--- src/rtl/mips_cpu_pkg.sv ---
// -----------------------------------------------------------------------------
// mips_cpu_pkg
// Shared definitions for the MIPS store path: the store opcode encodings and
// the store-buffer entry layout {address, writedata, byteenable}.
// -----------------------------------------------------------------------------
package mips_cpu_pkg;

  localparam logic [5:0] OP_SB  = 6'b101000;
  localparam logic [5:0] OP_SH  = 6'b101001;
  localparam logic [5:0] OP_SWL = 6'b101010;
  localparam logic [5:0] OP_SW  = 6'b101011;
  localparam logic [5:0] OP_SWR = 6'b101110;

  typedef struct packed {
    logic [31:0] address;     // word aligned, bits [1:0] = 00
    logic [31:0] writedata;   // lane-aligned data
    logic [3:0]  byteenable;  // bit k enables writedata[8k+7:8k]
  } store_entry_t;

endpackage

--- src/rtl/mips_cpu_store_unit_if.sv ---
// -----------------------------------------------------------------------------
// mips_cpu_store_unit_if
// Groups the store-request handshake and the Avalon-style write bus of the
// store unit.
//   Request : req_valid, req_ready, req_opcode[5:0], req_addr[31:0],
//             req_data[31:0], store_err
//   Bus     : write, address[31:0], writedata[31:0], byteenable[3:0],
//             waitrequest
//   Status  : busy
// Modports:
//   slave  - the store unit (consumes requests, drives the bus)
//   master - the environment (issues requests, models the memory)
// -----------------------------------------------------------------------------
interface mips_cpu_store_unit_if;

  logic        req_valid;
  logic        req_ready;
  logic [5:0]  req_opcode;
  logic [31:0] req_addr;
  logic [31:0] req_data;
  logic        write;
  logic [31:0] address;
  logic [31:0] writedata;
  logic [3:0]  byteenable;
  logic        waitrequest;
  logic        busy;
  logic        store_err;

  modport slave (
    input  req_valid, req_opcode, req_addr, req_data, waitrequest,
    output req_ready, write, address, writedata, byteenable, busy, store_err
  );

  modport master (
    output req_valid, req_opcode, req_addr, req_data, waitrequest,
    input  req_ready, write, address, writedata, byteenable, busy, store_err
  );

endinterface

--- src/rtl/mips_cpu_store_align.sv ---
// -----------------------------------------------------------------------------
// mips_cpu_store_align
// Combinational lane alignment for MIPS stores (little-endian: byte offset k
// maps to lane k). Produces lane-aligned write data, byte enables and a reject
// flag for misaligned accesses or unsupported opcodes.
// Configuration macro: MIPS_CPU_STORE_UNALIGNED_EN enables swl/swr; without it
// both are rejected.
// Ports:
//   i_opcode[5:0]     store opcode
//   i_offset[1:0]     byte offset within the word (req_addr[1:0])
//   i_data[31:0]      rt register value
//   o_writedata[31:0] lane-aligned data (0 when rejected)
//   o_byteenable[3:0] active lanes (0 when rejected)
//   o_reject          request must not be enqueued
// -----------------------------------------------------------------------------
module mips_cpu_store_align
  import mips_cpu_pkg::*;
(
  input  logic [5:0]  i_opcode,
  input  logic [1:0]  i_offset,
  input  logic [31:0] i_data,
  output logic [31:0] o_writedata,
  output logic [3:0]  o_byteenable,
  output logic        o_reject
);

  always_comb begin
    // NOTE: every output gets a default first so no path leaves it unassigned,
    // which would otherwise infer a latch.
    o_writedata  = '0;
    o_byteenable = '0;
    o_reject     = 1'b0;
    case (i_opcode)
      OP_SB: begin
        o_writedata  = {4{i_data[7:0]}};
        o_byteenable = 4'b0001 << i_offset;
      end
      OP_SH: begin
        if (i_offset[0]) begin
          o_reject = 1'b1;
        end else begin
          o_writedata  = {2{i_data[15:0]}};
          o_byteenable = i_offset[1] ? 4'b1100 : 4'b0011;
        end
      end
      OP_SW: begin
        if (i_offset != 2'd0) begin
          o_reject = 1'b1;
        end else begin
          o_writedata  = i_data;
          o_byteenable = 4'b1111;
        end
      end
`ifdef MIPS_CPU_STORE_UNALIGNED_EN
      // swl writes the most-significant bytes of rt into lanes 0..k.
      OP_SWL: begin
        o_writedata  = i_data >> {2'd3 - i_offset, 3'b000};
        o_byteenable = 4'b1111 >> (2'd3 - i_offset);
      end
      // swr writes the least-significant bytes of rt into lanes k..3.
      OP_SWR: begin
        o_writedata  = i_data << {i_offset, 3'b000};
        o_byteenable = 4'b1111 << i_offset;
      end
`endif
      default: o_reject = 1'b1;
    endcase
  end

endmodule

--- src/rtl/mips_cpu_store_unit.sv ---
// -----------------------------------------------------------------------------
// mips_cpu_store_unit
// Store buffer between the MIPS pipeline and an Avalon-style write bus.
// Accepted, well-formed stores are lane-aligned and queued in a DEPTH-entry
// FIFO; the head entry drives the bus until the memory accepts it
// (write && !waitrequest). Rejected requests pulse store_err for one cycle.
// Configuration macro: MIPS_CPU_STORE_UNALIGNED_EN (swl/swr support, handled
// in mips_cpu_store_align).
// Parameters:
//   DEPTH  store-buffer entries; must be a power of two, at least 2
// Ports:
//   clk      rising-edge clock
//   reset_n  synchronous active-low reset
//   bus      mips_cpu_store_unit_if.slave (request handshake + write bus)
// -----------------------------------------------------------------------------
module mips_cpu_store_unit
  import mips_cpu_pkg::*;
#(
  parameter int DEPTH = 2
) (
  input logic                  clk,
  input logic                  reset_n,
  mips_cpu_store_unit_if.slave bus
);

  localparam int AW = $clog2(DEPTH);

  // Pointers carry one extra bit so full and empty are distinguishable.
  logic [AW:0]  r_wr_ptr;
  logic [AW:0]  r_rd_ptr;
  store_entry_t r_mem [DEPTH];
  logic         r_store_err;

  logic [31:0]  w_align_data;
  logic [3:0]   w_align_be;
  logic         w_reject;
  logic         w_empty;
  logic         w_full;
  logic         w_ready;
  logic         w_accept;
  logic         w_push;
  logic         w_pop;
  store_entry_t w_head;
  store_entry_t w_new_entry;

  mips_cpu_store_align u_align (
    .i_opcode     (bus.req_opcode),
    .i_offset     (bus.req_addr[1:0]),
    .i_data       (bus.req_data),
    .o_writedata  (w_align_data),
    .o_byteenable (w_align_be),
    .o_reject     (w_reject)
  );

  assign w_empty = (r_wr_ptr == r_rd_ptr);
  assign w_full  = (r_wr_ptr[AW] != r_rd_ptr[AW]) &&
                   (r_wr_ptr[AW-1:0] == r_rd_ptr[AW-1:0]);

  // Ready depends only on fullness, never on a same-cycle pop.
  assign w_ready  = reset_n && !w_full;
  assign w_accept = bus.req_valid && w_ready;
  assign w_push   = w_accept && !w_reject;
  assign w_pop    = !w_empty && !bus.waitrequest;

  assign w_new_entry = '{address:    {bus.req_addr[31:2], 2'b00},
                         writedata:  w_align_data,
                         byteenable: w_align_be};
  assign w_head      = r_mem[r_rd_ptr[AW-1:0]];

  always_ff @(posedge clk) begin
    // NOTE: state registers use non-blocking assignments so every block sees
    // the pre-edge values regardless of evaluation order.
    if (!reset_n) begin
      r_wr_ptr    <= '0;
      r_rd_ptr    <= '0;
      r_store_err <= 1'b0;
    end else begin
      if (w_push) r_wr_ptr <= r_wr_ptr + 1'b1;
      if (w_pop)  r_rd_ptr <= r_rd_ptr + 1'b1;
      r_store_err <= w_accept && w_reject;
    end
  end

  // NOTE: the entry storage is deliberately not reset; emptiness is defined by
  // the pointers, and the bus outputs are gated while the buffer is empty.
  always_ff @(posedge clk) begin
    if (w_push) r_mem[r_wr_ptr[AW-1:0]] <= w_new_entry;
  end

  assign bus.req_ready  = w_ready;
  assign bus.write      = !w_empty;
  assign bus.busy       = !w_empty;
  assign bus.store_err  = r_store_err;
  assign bus.address    = w_empty ? 32'd0 : w_head.address;
  assign bus.writedata  = w_empty ? 32'd0 : w_head.writedata;
  assign bus.byteenable = w_empty ? 4'd0  : w_head.byteenable;

endmodule

--- src/flat_wrapper.sv ---
// flat-port wrapper written by rule: the top's interface ports become plain ports
module mips_cpu_store_unit_flat import mips_cpu_pkg::*;
#(
  parameter int DEPTH = 2
)
  (clk, reset_n, bus_req_valid, bus_req_opcode, bus_req_addr, bus_req_data, bus_waitrequest, bus_req_ready, bus_write, bus_address, bus_writedata, bus_byteenable, bus_busy, bus_store_err);
  mips_cpu_store_unit_if bus_i ();
  input logic clk;
  input logic reset_n;
  input wire logic [$bits(bus_i.req_valid)-1:0] bus_req_valid;
  input wire logic [$bits(bus_i.req_opcode)-1:0] bus_req_opcode;
  input wire logic [$bits(bus_i.req_addr)-1:0] bus_req_addr;
  input wire logic [$bits(bus_i.req_data)-1:0] bus_req_data;
  input wire logic [$bits(bus_i.waitrequest)-1:0] bus_waitrequest;
  output wire logic [$bits(bus_i.req_ready)-1:0] bus_req_ready;
  output wire logic [$bits(bus_i.write)-1:0] bus_write;
  output wire logic [$bits(bus_i.address)-1:0] bus_address;
  output wire logic [$bits(bus_i.writedata)-1:0] bus_writedata;
  output wire logic [$bits(bus_i.byteenable)-1:0] bus_byteenable;
  output wire logic [$bits(bus_i.busy)-1:0] bus_busy;
  output wire logic [$bits(bus_i.store_err)-1:0] bus_store_err;
  assign bus_i.req_valid = bus_req_valid;
  assign bus_i.req_opcode = bus_req_opcode;
  assign bus_i.req_addr = bus_req_addr;
  assign bus_i.req_data = bus_req_data;
  assign bus_i.waitrequest = bus_waitrequest;
  assign bus_req_ready = bus_i.req_ready;
  assign bus_write = bus_i.write;
  assign bus_address = bus_i.address;
  assign bus_writedata = bus_i.writedata;
  assign bus_byteenable = bus_i.byteenable;
  assign bus_busy = bus_i.busy;
  assign bus_store_err = bus_i.store_err;
  mips_cpu_store_unit #(.DEPTH(DEPTH)) u_core (.clk(clk), .reset_n(reset_n), .bus(bus_i));
endmodule
--- config.mk ---
export PLATFORM = sky130hd
export DESIGN_NAME = mips_cpu_store_unit_flat
export DESIGN_NICKNAME = d
export VERILOG_FILES = /design/src/rtl/mips_cpu_pkg.sv /design/src/rtl/mips_cpu_store_unit_if.sv /design/src/rtl/mips_cpu_store_align.sv /design/src/rtl/mips_cpu_store_unit.sv /design/src/flat_wrapper.sv
export SDC_FILE = /design/constraint.sdc
export NUM_CORES = 1
export LEC_CHECK = 0
export ABC_AREA = 1
export BUFFER_PORTS_ARGS = -buffer_cell sky130_fd_sc_hd__buf_2
export CORE_UTILIZATION = 35
export CTS_BUF_LIST = sky130_fd_sc_hd__clkbuf_8
export DETAILED_ROUTE_END_ITERATION = 10
export GPL_TIMING_DRIVEN = 0
export HOLD_SLACK_MARGIN = 0.08
export SETUP_SLACK_MARGIN = 0.5
export SLEW_MARGIN = 20
export SYNTH_ARGS = -nofsm -noshare
export SYNTH_HDL_FRONTEND = slang
export SYNTH_SLANG_ARGS = --single-unit
--- constraint.sdc ---
create_clock -name clk -period 10.05 [get_ports clk]
set_input_delay 0.5025 -clock clk [delete_from_list [all_inputs] [get_ports clk]]
set_output_delay 0.5025 -clock clk [all_outputs]
set_load 0.02 [all_outputs]
* Yosys cells after proc, flatten, opt, wreduce, memory -nomap -nowiden
Memories as Yosys holds them, arrays and structs flattened. A register that Yosys moved wholly into a read port is not among the register bits. Index checks and enable logic that the tools add are counted.
Cells by class: add/subtract/negate cells 2, $mul 0, div/mod/pow operators 0, $lt $le $gt $ge 0, eq/ne operators 6, shift operators 1, muxes and demuxes 17, bitwise logic cells 0, reduce and logical (&&, ||, !) cells 11
Operators with widths (number):
- 2-to-1 mux 32 bit | 4
- case mux 32 bit (3 select lines) | 1
- equality test 6 bit, second input constant | 3
- 2-to-1 mux 4 bit | 4
- case mux 4 bit (3 select lines) | 1
- logical AND 1 bit | 6
- 2-to-1 mux 1 bit | 6
- adder 2 x 1 -> 2 bit, second input constant | 2
- logical NOT 1 bit | 4
- << shifter 1 x 2 -> 4 bit, first input constant | 1
- case mux 1 bit (3 select lines) | 1
- equality test 2 bit | 1
- nonzero test 2 bit | 1
- equality test 1 bit | 1
- != test 1 bit | 1
Word-level totals: flip-flop bits (word level) 5, latch bits 0, RAM bits 132, memory bits (read-only) 0, word-level logic and storage cells 41, memories 1
Memories:
- u_core.r_mem | depth 2, bits a word 66, read ports 1, clocked after memory_dff 1, wr ports 1, RTL line mips_cpu_store_unit.sv:31 | store_entry_t r_mem [DEPTH];

* Depth between registers and ports, before layout
depth after elaboration 8, depth in mapped cells 9, depth with buffers taken out 9

* By module
From an unflattened synthesis, not the netlist that was laid out.
Unflattened totals: cells, all modules 622, area, all modules 6454.9 um^2
Modules (own cells, without submodules):
- mips_cpu_store_unit | instances 1, cells each 401, area each 5395.2 um^2, seq. area each 4083.9 um^2
- mips_cpu_store_align | instances 1, cells each 221, area each 1059.8 um^2, seq. area each 0.0 um^2

* Worst setup path before layout
OpenSTA, ideal clock, no wires.
path type input to register, start in bus_req_opcode[3], end mem u_core.r_mem[0][0] (netlist name) (enable), setup time 571 ps, arrival time 5630 ps, data required time 9479 ps, path slack 3849 ps, cell stages on the path 7, path buffers 1, cell sequence nand2_1 -> inv_1 -> nand3_1 -> nand2_1 -> nand3_2 -> buf_6 -> nor3_1
Between the ends: cells in the longest elaborated chain, start to end 6, elaborated cells between the ends (all ways) 8, classes of those cells eq/ne (3); mux (3); reduce/logical (2)
Ends and longest elaborated chain:
- start: declaration | RTL line flat_wrapper.sv:11 | input wire logic [$bits(bus_i.req_opcode)-1:0] bus_req_opcode;
- equality test 6 bit | RTL line mips_cpu_store_align.sv:33 | case (i_opcode)
- case mux 1 bit (3 select lines) * | RTL line mips_cpu_store_align.sv:33
- logical NOT 1 bit * | RTL line mips_cpu_store_unit.sv:62 | assign w_push = w_accept && !w_reject;
- logical AND 1 bit * | RTL line mips_cpu_store_unit.sv:62
- 2-to-1 mux 1 bit * | RTL line mips_cpu_store_unit.sv:87 | if (w_push) r_mem[r_wr_ptr[AW-1:0]] <= w_new_entry;
- 2-to-1 mux 1 bit (implied by the code) * | RTL line mips_cpu_store_unit.sv:87
- end: declaration | RTL line mips_cpu_store_unit.sv:31
Every way passes the cells marked *; elsewhere a longest branch is shown, timed or not.

* Final worst setup path
start reg u_core.r_rd_ptr[0], end out bus_writedata[19]
Between the ends: cells in the longest elaborated chain, start to end 2
Ends and longest elaborated chain:
- start: declaration | RTL line mips_cpu_store_unit.sv:30 | logic [AW:0] r_rd_ptr;
- start signal: assignment | RTL line mips_cpu_store_unit.sv:79 | if (w_pop) r_rd_ptr <= r_rd_ptr + 1'b1;
- equality test 2 bit | RTL line mips_cpu_store_unit.sv:55 | assign w_empty = (r_wr_ptr == r_rd_ptr);
- 2-to-1 mux 32 bit | RTL line mips_cpu_store_unit.sv:95 | assign bus.writedata = w_empty ? 32'd0 : w_head.writedata;
- end: declaration | RTL line flat_wrapper.sv:18 | output wire logic [$bits(bus_i.writedata)-1:0] bus_writedata;
Every way passes these cells.

==> results.txt <==
- Sorting the synthesized cells by how often they occur yields sky130_fd_sc_hd__nand2_1, sky130_fd_sc_hd__edfxtp_1, sky130_fd_sc_hd__a21oi_1, sky130_fd_sc_hd__inv_1.
* Number of synthesized flops with an enable pin: 132
- The number of gates resized after CTS was 0.
- Row generation in the floorplan step produced 46 rows.
* Startpoint Class: flip-flop
* Area share of the largest cell type after synthesis: 68.3%
- Number of global-route vias before repair: 4159
* Pin count of the biggest net entering global routing: 23
* Critical path data required time: 9.55 ns
- The count of nets left with antenna violations once routing finished came out at 0.
- Total gr overflow: 0
* Flop and latch count out of synthesis: 138
- Height of the die: 131 um
* Tmin final: 2.60 ns
* Hold-fix buffer count after cts: 0
- The worst hold path begins at bus_req_addr[18].
- Summing all multi-input logic gate instances after layout gives 1460 um^2.
* I/O pins: 146
- Result of the run: completed
- Internal reg-to-reg setup slack: 7.72 ns
- Final wirelength: 14600 um
* Worst rel slew slack: 55.0%
- After detailed routing, the average wire length per cell comes to 15.8 um.
- Cell leakage power: 2.95 nW
- Netlist area before placement: 5800 um^2
* Sequential element share of the synthesized area: 70.4%
- Crit Reg-Reg Startpoint: u_core.r_wr_ptr[0]$_SDFFE_PN0P_
* Number of max-slew violations in the final report: 0
* Top cells by area in the synthesized netlist: sky130_fd_sc_hd__edfxtp_1, sky130_fd_sc_hd__nand2_1, sky130_fd_sc_hd__a21oi_1
* Worst Skew: 0.00966 ns
- The worst-case IR drop observed on VDD is 0.0725 mV.
- In this run, distinct cell masters in the synthesized netlist total 28.
* Clock latency reported for the late side of the worst-skew pair: 0.44 ns
- The total area inside the core boundary comes to 16100 um^2.
- Drt first pass iters: 4
- R2r worst-path depth: 8
- Setup-violating endpoint count in the final report: 0
- Overall die area: 17100 um^2
- In the synthesized netlist the dominant register cell turns out to be sky130_fd_sc_hd__edfxtp_1.
* Count of max-cap constraint violations: 0
- Max frequency: 384 MHz
- Endpoint with the worst hold slack: u_core.r_mem[1][52]$_DFFE_PP_
* Critical Path Fanout Max: 10
- Detailed routing inserted a total of 4420 vias.
- The count of buffers added on input and output ports is 143.
- Remaining design rule violation count: 0
* Number of buffers inserted to repair setup after CTS: 0
* Post-CTS clock slew at the launch and capture registers of the worst setup and hold paths: 0.08 ns
- Unrepaired setup endpoints after global routing: no
- Most frequent cell after synthesis: sky130_fd_sc_hd__nand2_1
- The initial antenna violation count was 0.
- Hold/Removal Path Class: input port to flip-flop
- Sink Count: 138
- Per-instance average area after synthesis: 11.2 um^2
* Hold violation total from the final report: 0
- CP Class: flip-flop to output pin
- Initial detailed-routing violation count: 217
- Post-route setup TNS: 0 ns
- The filler cells instantiated in the layout total 1508.
- Summed over all nets, the half-perimeter wirelength after detailed placement is 10600 um.
- Cells with a size suffix above 1 make up 29.2% of the layout.
- Compared with the post-synthesis result, the final layout area differs by 26.5%.
* N_diodes: 0
* Final GP Congestion: 0.897
* Area used by sequential logic in the layout: 4080 um^2
- H-tree Lvls: 4
* Die width: 131 um
- Global routing used 17.4% of the available tracks.
- Kind of end point of the critical path: output pin
* Bufs on Longest Clock Path: 2
* Cell type contributing the most total cell area after synthesis: sky130_fd_sc_hd__edfxtp_1
- For this design the ratio of total power to cell area is 153 nW/um^2.
- TritonCTS clock tree: yes
* Share of async-settable or async-resettable flops after synthesis: 0%
* Hold Worst Slack: 0.255 ns
* Number of nets in the finished design: 766
- Cell chosen for the clock root: sky130_fd_sc_hd__clkbuf_8
* Crit share post-route: 25.9%
- Vias per Instance: 4.80
- Num CTS Buffers: 17
* First-pass GRT wire length: 21700 um
- Data arrival time of the critical path: 2.10 ns
- In the synthesized netlist, the number of instances is 519.
- Counting instances, the worst hold path has a depth of 1.
* Pin slew with the least headroom to its limit: 0.672 ns
- RR Endpoint: u_core.r_mem[0][39]$_DFFE_PP_
- Synth Warn #: 0
- Once the floorplan was initialized, standard cells occupied 36.1% of the core.
[cells by family after synthesis]
| kind of cell | count (synthesis) | synth area share (%) |
|---|---|---|
| DFF | 138 | 70.4 |
| other | 1 | 0.0646 |
| AOI/OAI and AO/OA | 89 | 8.37 |
| buffers and inverters | 66 | 4.79 |
| and+or+nand+nor | 225 | 16.4 |
[placed cells by master, fill, tap and decap left out, types with 2 or more instances in the layout]
master and count:
sky130_fd_sc_hd__buf_16 3, sky130_fd_sc_hd__nand2_1 163, sky130_fd_sc_hd__edfxtp_1 132, sky130_fd_sc_hd__buf_4 8
sky130_fd_sc_hd__clkbuf_8 17, sky130_fd_sc_hd__dfxtp_1 6, sky130_fd_sc_hd__clkinv_2 5, sky130_fd_sc_hd__o221ai_1 2
sky130_fd_sc_hd__nand4_1 16, sky130_fd_sc_hd__nand3_1 19, sky130_fd_sc_hd__o21ai_0 4, sky130_fd_sc_hd__clkinvlp_4 2
sky130_fd_sc_hd__inv_1 36, sky130_fd_sc_hd__bufinv_16 3, sky130_fd_sc_hd__nor2_2 2, sky130_fd_sc_hd__clkbuf_1 15
sky130_fd_sc_hd__a21oi_1 70, sky130_fd_sc_hd__clkinv_1 2, sky130_fd_sc_hd__conb_1 2, sky130_fd_sc_hd__clkinv_4 2
sky130_fd_sc_hd__inv_2 2, sky130_fd_sc_hd__buf_6 3, sky130_fd_sc_hd__nor2_4 2, sky130_fd_sc_hd__nand3_2 2
sky130_fd_sc_hd__o22ai_1 9, sky130_fd_sc_hd__buf_2 152, sky130_fd_sc_hd__nor2_1 18
[final cells by class]
| type | instances | share of cell area [%] |
|---|---|---|
| Tap cell | 216 | 3.68 |
| Timing Repair Buffer | 153 | 11.7 |
| Sequential cell | 138 | 55.7 |
| Clock buffer | 17 | 3.19 |
| Multi-Input combinational cell | 316 | 19.8 |
| Clock inverter | 15 | 2.17 |
| Inverter | 37 | 1.89 |
| Buffer | 29 | 1.89 |
[stage by stage]
step / area, um^2 / util, % / power (mW) / std cells / setup WS (ns)
6_report: 7340 / 45.7 / 1.12 / 921 / 7.45
5_1_grt: 7340 / 45.7 / 1.17 / 921 / 7.28
4_1_cts: 7340 / 45.7 / 1.14 / 921 / 7.37
3_5_place_dp: 6950 / 43.3 / 0.694 / 889 / 7.19
3_3_place_gp: 6790 / 42.3 / 0.692 / 879 / 0.811
2_1_floorplan: 5800 / - / 0.664 / 520 / 3.85
[worst max path at each step]
stage	from	endpoint	cells past startpoint
2_1_floorplan	bus_req_opcode[3]	u_core.r_mem[0][0]$_DFFE_PP_	7
3_3_place_gp	bus_req_addr[0]	u_core.r_mem[0][39]$_DFFE_PP_	7
3_5_place_dp	bus_req_opcode[4]	u_core.r_mem[0][39]$_DFFE_PP_	9
4_1_cts	u_core.r_rd_ptr[0]$_SDFFE_PN0P_	bus_writedata[19]	8
5_1_grt	u_core.r_rd_ptr[0]$_SDFFE_PN0P_	bus_writedata[19]	8
6_report	u_core.r_rd_ptr[0]$_SDFFE_PN0P_	bus_writedata[19]	8
[flip-flops by register name (all words and copies together) (netlist names), named ones only]
register              count
u_core.r_rd_ptr           2
u_core.bus.store_err      1
u_core.r_mem            132
u_core.r_wr_ptr           2
[layer usage]
metal	global-route usage, %	vias up	routed length (um)
li1	-	2155	-
met1	22.7	2064	6400
met2	28.3	182	6950
met3	4.48	19	1000
met4	6.09	0	196
met5	0	-	0
[critical path: stages, from the launching register on]
cell	delay, ns
sky130_fd_sc_hd__dfxtp_1	0.33
sky130_fd_sc_hd__inv_1	0.12
sky130_fd_sc_hd__nand2_1	0.07
sky130_fd_sc_hd__nand2_1	0.08
sky130_fd_sc_hd__nand3_2	0.11
sky130_fd_sc_hd__inv_1	0.12
sky130_fd_sc_hd__clkbuf_1	0.47
sky130_fd_sc_hd__a21oi_1	0.16
sky130_fd_sc_hd__buf_2	0.20
[report_power, final]
| part | switching, mW | total, mW | internal (mW) | leakage, nW |
|---|---|---|---|---|
| logic | 0.0346 | 0.0537 | 0.0191 | 1.50 |
| registers | 0.000450 | 0.627 | 0.627 | 1.25 |
| clock network | 0.202 | 0.443 | 0.241 | 0.201 |
Power figures use the tool's default switching activity.
